===== config.mk =====
export PLATFORM = sky130hd
export DESIGN_NAME = dcache_write_buffer
export DESIGN_NICKNAME = d
export VERILOG_FILES = /design/src/rtl/dcache_write_buffer.sv
export SDC_FILE = /design/constraint.sdc
export NUM_CORES = 1
export LEC_CHECK = 0
export BUFFER_PORTS_ARGS = -buffer_cell sky130_fd_sc_hd__buf_2
export CORE_ASPECT_RATIO = 1.75
export CORE_MARGIN = 2
export CORE_UTILIZATION = 45
export DETAILED_ROUTE_END_ITERATION = 12
export PLACE_DENSITY = 0.62
export SYNTH_ARGS = -nofsm -noshare
export SYNTH_HDL_FRONTEND = slang
export SYNTH_SLANG_ARGS = --single-unit

===== constraint.sdc =====
create_clock -name CLK -period 4.65 [get_ports CLK]
set_input_delay 0.465 -clock CLK [delete_from_list [all_inputs] [get_ports CLK]]
set_output_delay 0.465 -clock CLK [all_outputs]
set_load 0.1 [all_outputs]

===== src/rtl/dcache_write_buffer.sv =====
// Coalescing store write buffer for the data cache.
// Circular FIFO with drain port and byte-granular store-to-load forwarding.
module dcache_write_buffer #(
    parameter int PA_WIDTH = 34,
    parameter int DEPTH    = 4,
    parameter int COALESCE = 1
) (
    input  logic                        CLK,
    input  logic                        nRST,
    input  logic                        enq_valid,
    input  logic [PA_WIDTH-3:0]         enq_addr,
    input  logic [31:0]                 enq_data,
    input  logic [3:0]                  enq_byte_mask,
    output logic                        enq_ready,
    output logic                        drain_valid,
    output logic [PA_WIDTH-3:0]         drain_addr,
    output logic [31:0]                 drain_data,
    output logic [3:0]                  drain_byte_mask,
    input  logic                        drain_ready,
    input  logic [PA_WIDTH-3:0]         fwd_addr,
    input  logic [3:0]                  fwd_byte_mask,
    output logic                        fwd_hit,
    output logic                        fwd_partial,
    output logic [31:0]                 fwd_data,
    output logic [$clog2(DEPTH):0]      occupancy,
    output logic                        empty,
    output logic                        full
);

    localparam int AW = PA_WIDTH - 2;
    localparam int IW = $clog2(DEPTH);
    localparam int PW = IW + 1;

    logic [AW-1:0] addr_q [DEPTH];
    logic [31:0]   data_q [DEPTH];
    logic [3:0]    mask_q [DEPTH];

    logic [PW-1:0] head_q;
    logic [PW-1:0] tail_q;
    logic [IW-1:0] head_idx;
    logic [IW-1:0] tail_idx;
    logic [IW-1:0] yng_idx;
    logic          coalesce_ok;
    logic          push;
    logic          merge;
    logic          drain_fire;

    assign head_idx = head_q[IW-1:0];
    assign tail_idx = tail_q[IW-1:0];
    assign yng_idx  = tail_idx - IW'(1);

    assign occupancy = tail_q - head_q;
    assign empty     = (head_q == tail_q);
    assign full      = (head_idx == tail_idx) &&
                       (head_q[IW] != tail_q[IW]);

    // Requiring two entries keeps the head, which may be mid-drain, immutable.
    assign coalesce_ok = (COALESCE != 0) &&
                         (occupancy >= PW'(2)) &&
                         (enq_addr == addr_q[yng_idx]);

    assign enq_ready  = !full || coalesce_ok;
    assign merge      = enq_valid && coalesce_ok;
    assign push       = enq_valid && !coalesce_ok && !full;
    assign drain_fire = !empty && drain_ready;

    assign drain_valid     = !empty;
    assign drain_addr      = addr_q[head_idx];
    assign drain_data      = data_q[head_idx];
    assign drain_byte_mask = mask_q[head_idx];

    always_ff @(posedge CLK) begin
        if (!nRST) begin
            head_q <= '0;
            tail_q <= '0;
            for (int i = 0; i < DEPTH; i++) begin
                addr_q[i] <= '0;
                data_q[i] <= '0;
                mask_q[i] <= '0;
            end
        end else begin
            if (drain_fire) begin
                head_q <= head_q + PW'(1);
            end
            if (push) begin
                addr_q[tail_idx] <= enq_addr;
                data_q[tail_idx] <= enq_data;
                mask_q[tail_idx] <= enq_byte_mask;
                tail_q           <= tail_q + PW'(1);
            end else if (merge) begin
                for (int b = 0; b < 4; b++) begin
                    if (enq_byte_mask[b]) begin
                        data_q[yng_idx][8*b +: 8] <= enq_data[8*b +: 8];
                    end
                end
                mask_q[yng_idx] <= mask_q[yng_idx] | enq_byte_mask;
            end
        end
    end

    logic [3:0]    fwd_cov;
    logic [IW-1:0] fwd_idx;

    // Walk oldest to youngest so younger matching bytes overwrite older ones.
    always_comb begin
        fwd_cov  = '0;
        fwd_data = '0;
        fwd_idx  = '0;
        for (int k = 0; k < DEPTH; k++) begin
            fwd_idx = head_idx + IW'(k);
            if ((PW'(k) < occupancy) &&
                (addr_q[fwd_idx] == fwd_addr)) begin
                for (int b = 0; b < 4; b++) begin
                    if (fwd_byte_mask[b] && mask_q[fwd_idx][b]) begin
                        fwd_cov[b]         = 1'b1;
                        fwd_data[8*b +: 8] = data_q[fwd_idx][8*b +: 8];
                    end
                end
            end
        end
        fwd_hit     = (fwd_byte_mask != 4'h0) &&
                      (fwd_cov == fwd_byte_mask);
        fwd_partial = (fwd_cov != 4'h0) &&
                      (fwd_cov != fwd_byte_mask);
    end

endmodule

After elaboration in Yosys (flattened, before gate mapping)

Memory sizes are Yosys's and may differ from the RTL's. A register that Yosys moved wholly into a read port is not among the register bits.
Index checks and enable logic that the tools add are counted.

Flip-flop bits (word level): 6
RAM bits: 272
Input bits: 108
Output and inout port bits: 109
Word-level logic and storage cells: 156
Memories: 3

$add $sub $neg: 7
$lt $le $gt $ge: 5
Eq/ne operators: 10
Mux-type cells: 89
Bitwise gates (word level): 1
Reduce and logical (&&, ||, !) cells: 39

Memory list:

| name   | depth | bits a word | rd ports | clocked after Yosys merged registers in | write ports | line | text |
|---|---|---|---|---|---|---|---|
| addr_q | 4     | 32          | 5        | 1                                       | 4           | 34   | `logic [AW-1:0] addr_q [DEPTH];` |
| data_q | 4     | 32          | 4        | 1                                       | 4           | 35   | `logic [31:0] data_q [DEPTH];` |
| mask_q | 4     | 4           | 5        | 1                                       | 4           | 36   | `logic [3:0] mask_q [DEPTH];` |

Operators with widths:

| cell                  | number |
|---|---|
| $mux W32              | 7 |
| $eq A32 B32 Y1        | 5 |
| $mux W8               | 16 |
| $reduce_or A32 Y1     | 3 |
| $mux W1               | 48 |
| $logic_and A1 B1 Y1   | 28 |
| $mux W4               | 7 |
| $mux W2               | 11 |
| $reduce_bool A4 Y1    | 2 |
| $reduce_or A4 Y1      | 2 |
| $add A3 B1 Y3 const B | 2 |
| $lt A1 B3 Y1 const A  | 2 |
| $lt A2 B3 Y1 const A  | 2 |
| $add A2 B2 Y2 const B | 2 |
| $eq A4 B4 Y1          | 1 |
| $ne A4 B4 Y1          | 1 |
| $or A4 B4 Y4          | 1 |
| $eq A3 B3 Y1          | 1 |
| $ge A3 B2 Y1 const B  | 1 |
| $logic_not A1 Y1      | 3 |
| $sub A3 B3 Y3         | 1 |
| $add A2 B1 Y2 const B | 1 |
| $eq A2 B2 Y1          | 1 |
| $sub A2 B1 Y2 const B | 1 |
| 2 further kinds       | 2 |

Depth between registers and ports, before layout

An unclocked memory read counts as a cell.

Depth in word-level cells: 13
Depth in mapped cells: 18
Gate-level depth less buffers: 13

Least setup slack after synthesis

No wires, ideal clock.

Path type: reg2out
Start point: register tail_q[0]
End point: output fwd_data[11]
Data arrival time: 6.666 ns
Data required time: 4.185 ns
Path slack: -2.481 ns
Stages on the path, launching flop included: 16
Path buffers: 3
Cells stage by stage: dfxtp_1 -> buf_2 -> buf_2 -> clkbuf_1 -> inv_2 -> ha_1 -> inv_1 -> fa_1 -> xnor3_1 -> o31a_1 -> o211ai_1 -> a211oi_1 -> o2111ai_4 -> nor4_4 -> nor4b_2 -> a222oi_1

Word-level cells in the longest chain between the ends: 10
Elaborated cells on any way between the ends: 16
Those cells by class: add/sub: 1; order compare: 4; mux: 7; reduce/logical: 4

RTL lines:

| what                   | line | text |
|---|---|---|
| start, declared        | 39   | `logic [PW-1:0] tail_q;` |
| start signal, assigned | 89   | `tail_q <= tail_q + PW'(1);` |
| $sub A3 B3 Y3 (*)      | 52   | `assign occupancy = tail_q - head_q;` |
| named net occupancy[2] | 25   | `output logic [$clog2(DEPTH):0] occupancy,` |
| $lt A1 B3 Y1           | 111  | `if ((PW'(k) < occupancy) &&` |
| $logic_and A1 B1 Y1    | 111  |  |
| $mux W32               | 111  |  |
| $mux W8                | 114  | `if (fwd_byte_mask[b] && mask_q[fwd_idx][b]) begin` |
| $mux W32               | 111  |  |
| $mux W8                | 114  |  |
| $mux W32               | 111  |  |
| $mux W8                | 114  |  |
| $mux W32 (*)           | 111  |  |
| end, declared          | 24   | `output logic [31:0] fwd_data,` |

Mark *: on every way through the listed nets, which the timed path passes. The rest lies on a longest branch.

Final worst setup path

Start point: register head_q[0]
End point: output fwd_data[18]

Word-level cells in the longest chain between the ends: 10
Elaborated cells on any way between the ends: 28
Those cells by class: add/sub: 4; order compare: 4; eq/ne: 3; mux: 7; reduce/logical: 7; memory: 3

RTL lines:

| what                   | line | text |
|---|---|---|
| start, declared        | 38   | `logic [PW-1:0] head_q;` |
| start signal, assigned | 83   | `head_q <= head_q + PW'(1);` |
| $sub A3 B3 Y3          | 52   |  |
| $lt A1 B3 Y1           | 111  |  |
| $logic_and A1 B1 Y1    | 111  |  |
| $mux W32               | 111  |  |
| $mux W8                | 114  |  |
| $mux W32               | 111  |  |
| $mux W8                | 114  |  |
| $mux W32               | 111  |  |
| $mux W8                | 114  |  |
| $mux W32 (*)           | 111  |  |

Mark *: on every way between the ends. The rest lies on a longest branch, timed or not.

==> impl_metrics.ini <==
[final_layout]
areaGrowthSynthToFinish_pct = 27.91
final_cell_mix = 272 x edfxtp_1, 184 x mux4_2, 181 x buf_2
layout-drive-gt1-share_pct = 41.18
ff_latch_area_sq_um = 8347
multiInputGateArea_sq_um = 12990
nFillCells = 3881
layout_commonest_cell = edfxtp_1
nets = 2243

[timing]
clock_skew_ns = 0.02521
slew_viol_final = 0
fmax_mhz = 209.5
whs_ns = 0.2282
setup_viol = 25
setup-tns-final_ns = -1.652
tightestPinTransition_ns = 0.8831
layout_setup_ws_ns = -0.1222
fin_crit_sh_pct = 102.6
grt_setup_unrepaired = true
period_needed_ns = 4.772
max-slew-margin-rel_pct = 40.91
hold_viol = 0

[outcome]
violations = setup timing
status = complete, but fails checks

[critical_path]
end_kind = output pin
timing.rr.start = tail_q[0]
cp-start-kind = register
cp.required_ns = 4.18
cp_max_fo = 8
startpoint = head_q[0]
crit_type = register to output pin
crit_arrival_ns = 4.31

[floorplan]
dieArea_sq_um = 49230
initial_core_util_pct = 45.48
pin_count = 217
die_h_um = 292.0
die_x_um = 168.6
rows = 105
coreArea_sq_um = 46900

[clock_tree]
cts_tree = yes
insertion_delay_ns = 0.57
htree_levels = 1
cts_made_buffers = 27
clk_pin_slew_ns = 0.07
clock-sinks = 280
cts_buffer_depth = 3
hold_buffers = 0
cts_root_buf = clkbuf_16

[power]
leakage_uw = 0.009990
power_density_nw_per_um2 = 418.0
irDropWorstVdd_uv = 396.3

[yosys]
yosysUniqueCellTypes = 86
synth_seq_cells = 280
synth_edf_count = 272
syn_nets = 1918
ys_warn_count = 0
yosysSeqAreaShare_pct = 39.04
synth_area_sq_um = 21330
synthCells = 1805
synthFlopType = edfxtp_1
avgSynthCellArea_sq_um = 11.82
async_flop_share_pct = 0

[global_routing]
antenna_found_initial = 2
grt_pass1_vias = 17830
grt_use_total_pct = 31.81
grt_max_degree = 98
grt_pass1_wl_um = 114400
overflow = 0

[placed_design]
gp_routability_congestion = 1.038
hpwl_um = 59230
io_buffer_count = 216
dp_slack_ns = -0.3793

[route]
drc = 0
via_per_inst = 6.359
wl_met1_um = 24380
firstDrtPassIters = 7
vias = 17410
ant_nets = 0
wl_per_cell_um = 29.13
routed_wl_um = 79750
wl_met3_um = 4241
dr.max_layer_used = met5
dr_wl_met2_um = 43030
drt_iter0_drc = 1281

[run]
maxCapViolCount = 0

[hold_path]
min_from = enq_addr[26]
worstHoldPathType = input port to register
-- synthesized netlist by cell type (5+ instances only) --
cell | count | share of area, %
nor2_1 | 75 | 1.3
a221oi_1 | 5 | 0.21
mux4_1 | 5 | 0.62
a211oi_1 | 18 | 0.63
o22ai_1 | 7 | 0.21
xnor2_1 | 116 | 4.8
a222oi_1 | 15 | 0.70
xor2_1 | 34 | 1.4
nand2_1 | 110 | 1.9
o2111ai_1 | 5 | 0.21
a22oi_1 | 14 | 0.49
edfxtp_1 | 272 | 38
and2_1 | 108 | 3.2
nor4_1 | 12 | 0.35
a21oi_1 | 76 | 1.8
nand3_1 | 14 | 0.33
a2bb2oi_1 | 5 | 0.21
clkbuf_1 | 68 | 1.2
o21ai_0 | 54 | 1.3
buf_2 | 36 | 0.84
mux2_2 | 42 | 2.2
dfxtp_1 | 8 | 0.75
buf_1 | 24 | 0.42
a2111oi_0 | 5 | 0.21
nand4_1 | 29 | 0.85
nor2b_1 | 54 | 1.6
mux2i_1 | 117 | 5.5
and3_1 | 36 | 1.1
nand2b_1 | 20 | 0.59
nor3_1 | 73 | 1.7
or2_2 | 5 | 0.15
mux4_2 | 180 | 19
buf_6 | 6 | 0.32
inv_1 | 69 | 1.2
-- metal layers --
metal	track usage, %	vias up
li1	-	7549
met1	30.87	8715
met2	59.97	857
met3	3.646	288
met4	25.32	2
met5	0	-
-- path summary, 6_finish.rpt --
| kind | to | slack, ns | depth (start not counted) |
|---|---|---|---|
| worst min-delay path | addr_q[1][26] | 0.23 | 2 |
| worst max register to register | data_q[2][18] | 0.21 | 12 |
| worst max-delay path | fwd_data[18] | -0.12 | 16 |
| worst min register to register | tail_q[2] | 0.61 | 2 |
-- final cells by class --
class | count | area share [%]
Inverter | 73 | 1.073
Timing Repair Buffer | 436 | 14.81
Timing Repair inverter | 1 | 0.02752
Antenna cell | 1 | 0.009172
Tap cell | 588 | 2.697
Sequential cell | 280 | 30.59
Clock inverter | 19 | 0.6879
Clock buffer | 29 | 2.504
Multi-Input combinational cell | 1311 | 47.60
-- registers in the layout, indices dropped and copies added (netlist names), named ones only --
register / count
data_q: 128
mask_q: 16
addr_q: 128
tail_q: 3
head_q: 3
-- power by group --
group          internal (uW)  total [uW]  switching (uW)
sequential              2970        3170             200
clock                   1240        2220             980
combinational           2220        6010            3800
total                   6430       11400            4980
-- per-stage QoR --
stage	utilization [%]	area, sq um	total power, uW	cells
finish	58.17	27280	11400	2738
global route	58.17	27280	11770	2738
CTS	56.09	26310	11200	2702
detailed placement	52.37	24560	8568	2616
global placement	52.37	24560	8516	2616
floorplan	-	21530	7186	1805
-- logic make-up after synthesis --
| group | count (synthesis) | synth area share, % |
|---|---|---|
| and+or+nand+nor | 568 | 14.65 |
| xor gates and xnor gates | 151 | 6.265 |
| AOI/OAI and AO/OA | 240 | 7.672 |
| adders and majority gates | 5 | 0.3285 |
| muxes | 346 | 27.45 |
| buffers and inverters | 215 | 4.593 |
| DFF | 280 | 39.04 |
-- worst max-delay path, stage by stage (launching register included) --
cell,delay (ns)
dfxtp_4,0.42
buf_16,0.19
clkbuf_16,0.18
mux2i_1,0.33
xor2_2,0.32
nand4_1,0.14
a2111o_1,0.42
nor4_2,0.28
buf_4,0.18
nand4_1,0.11
buf_6,0.18
buf_8,0.15
nor2_4,0.09
a21oi_2,0.04
a222oi_1,0.32
buf_4,0.18
buf_12,0.16
-- what timing repair did --
item | 4_1_cts | 5_1_grt
buffers inserted | 28 | 33
setup endpoints to repair | 34 | 114
pin swaps | 30 | 43
resized for setup | 75 | 153
gates cloned | 10 | 5
Note: power is estimated with default switching activity, not from simulation.
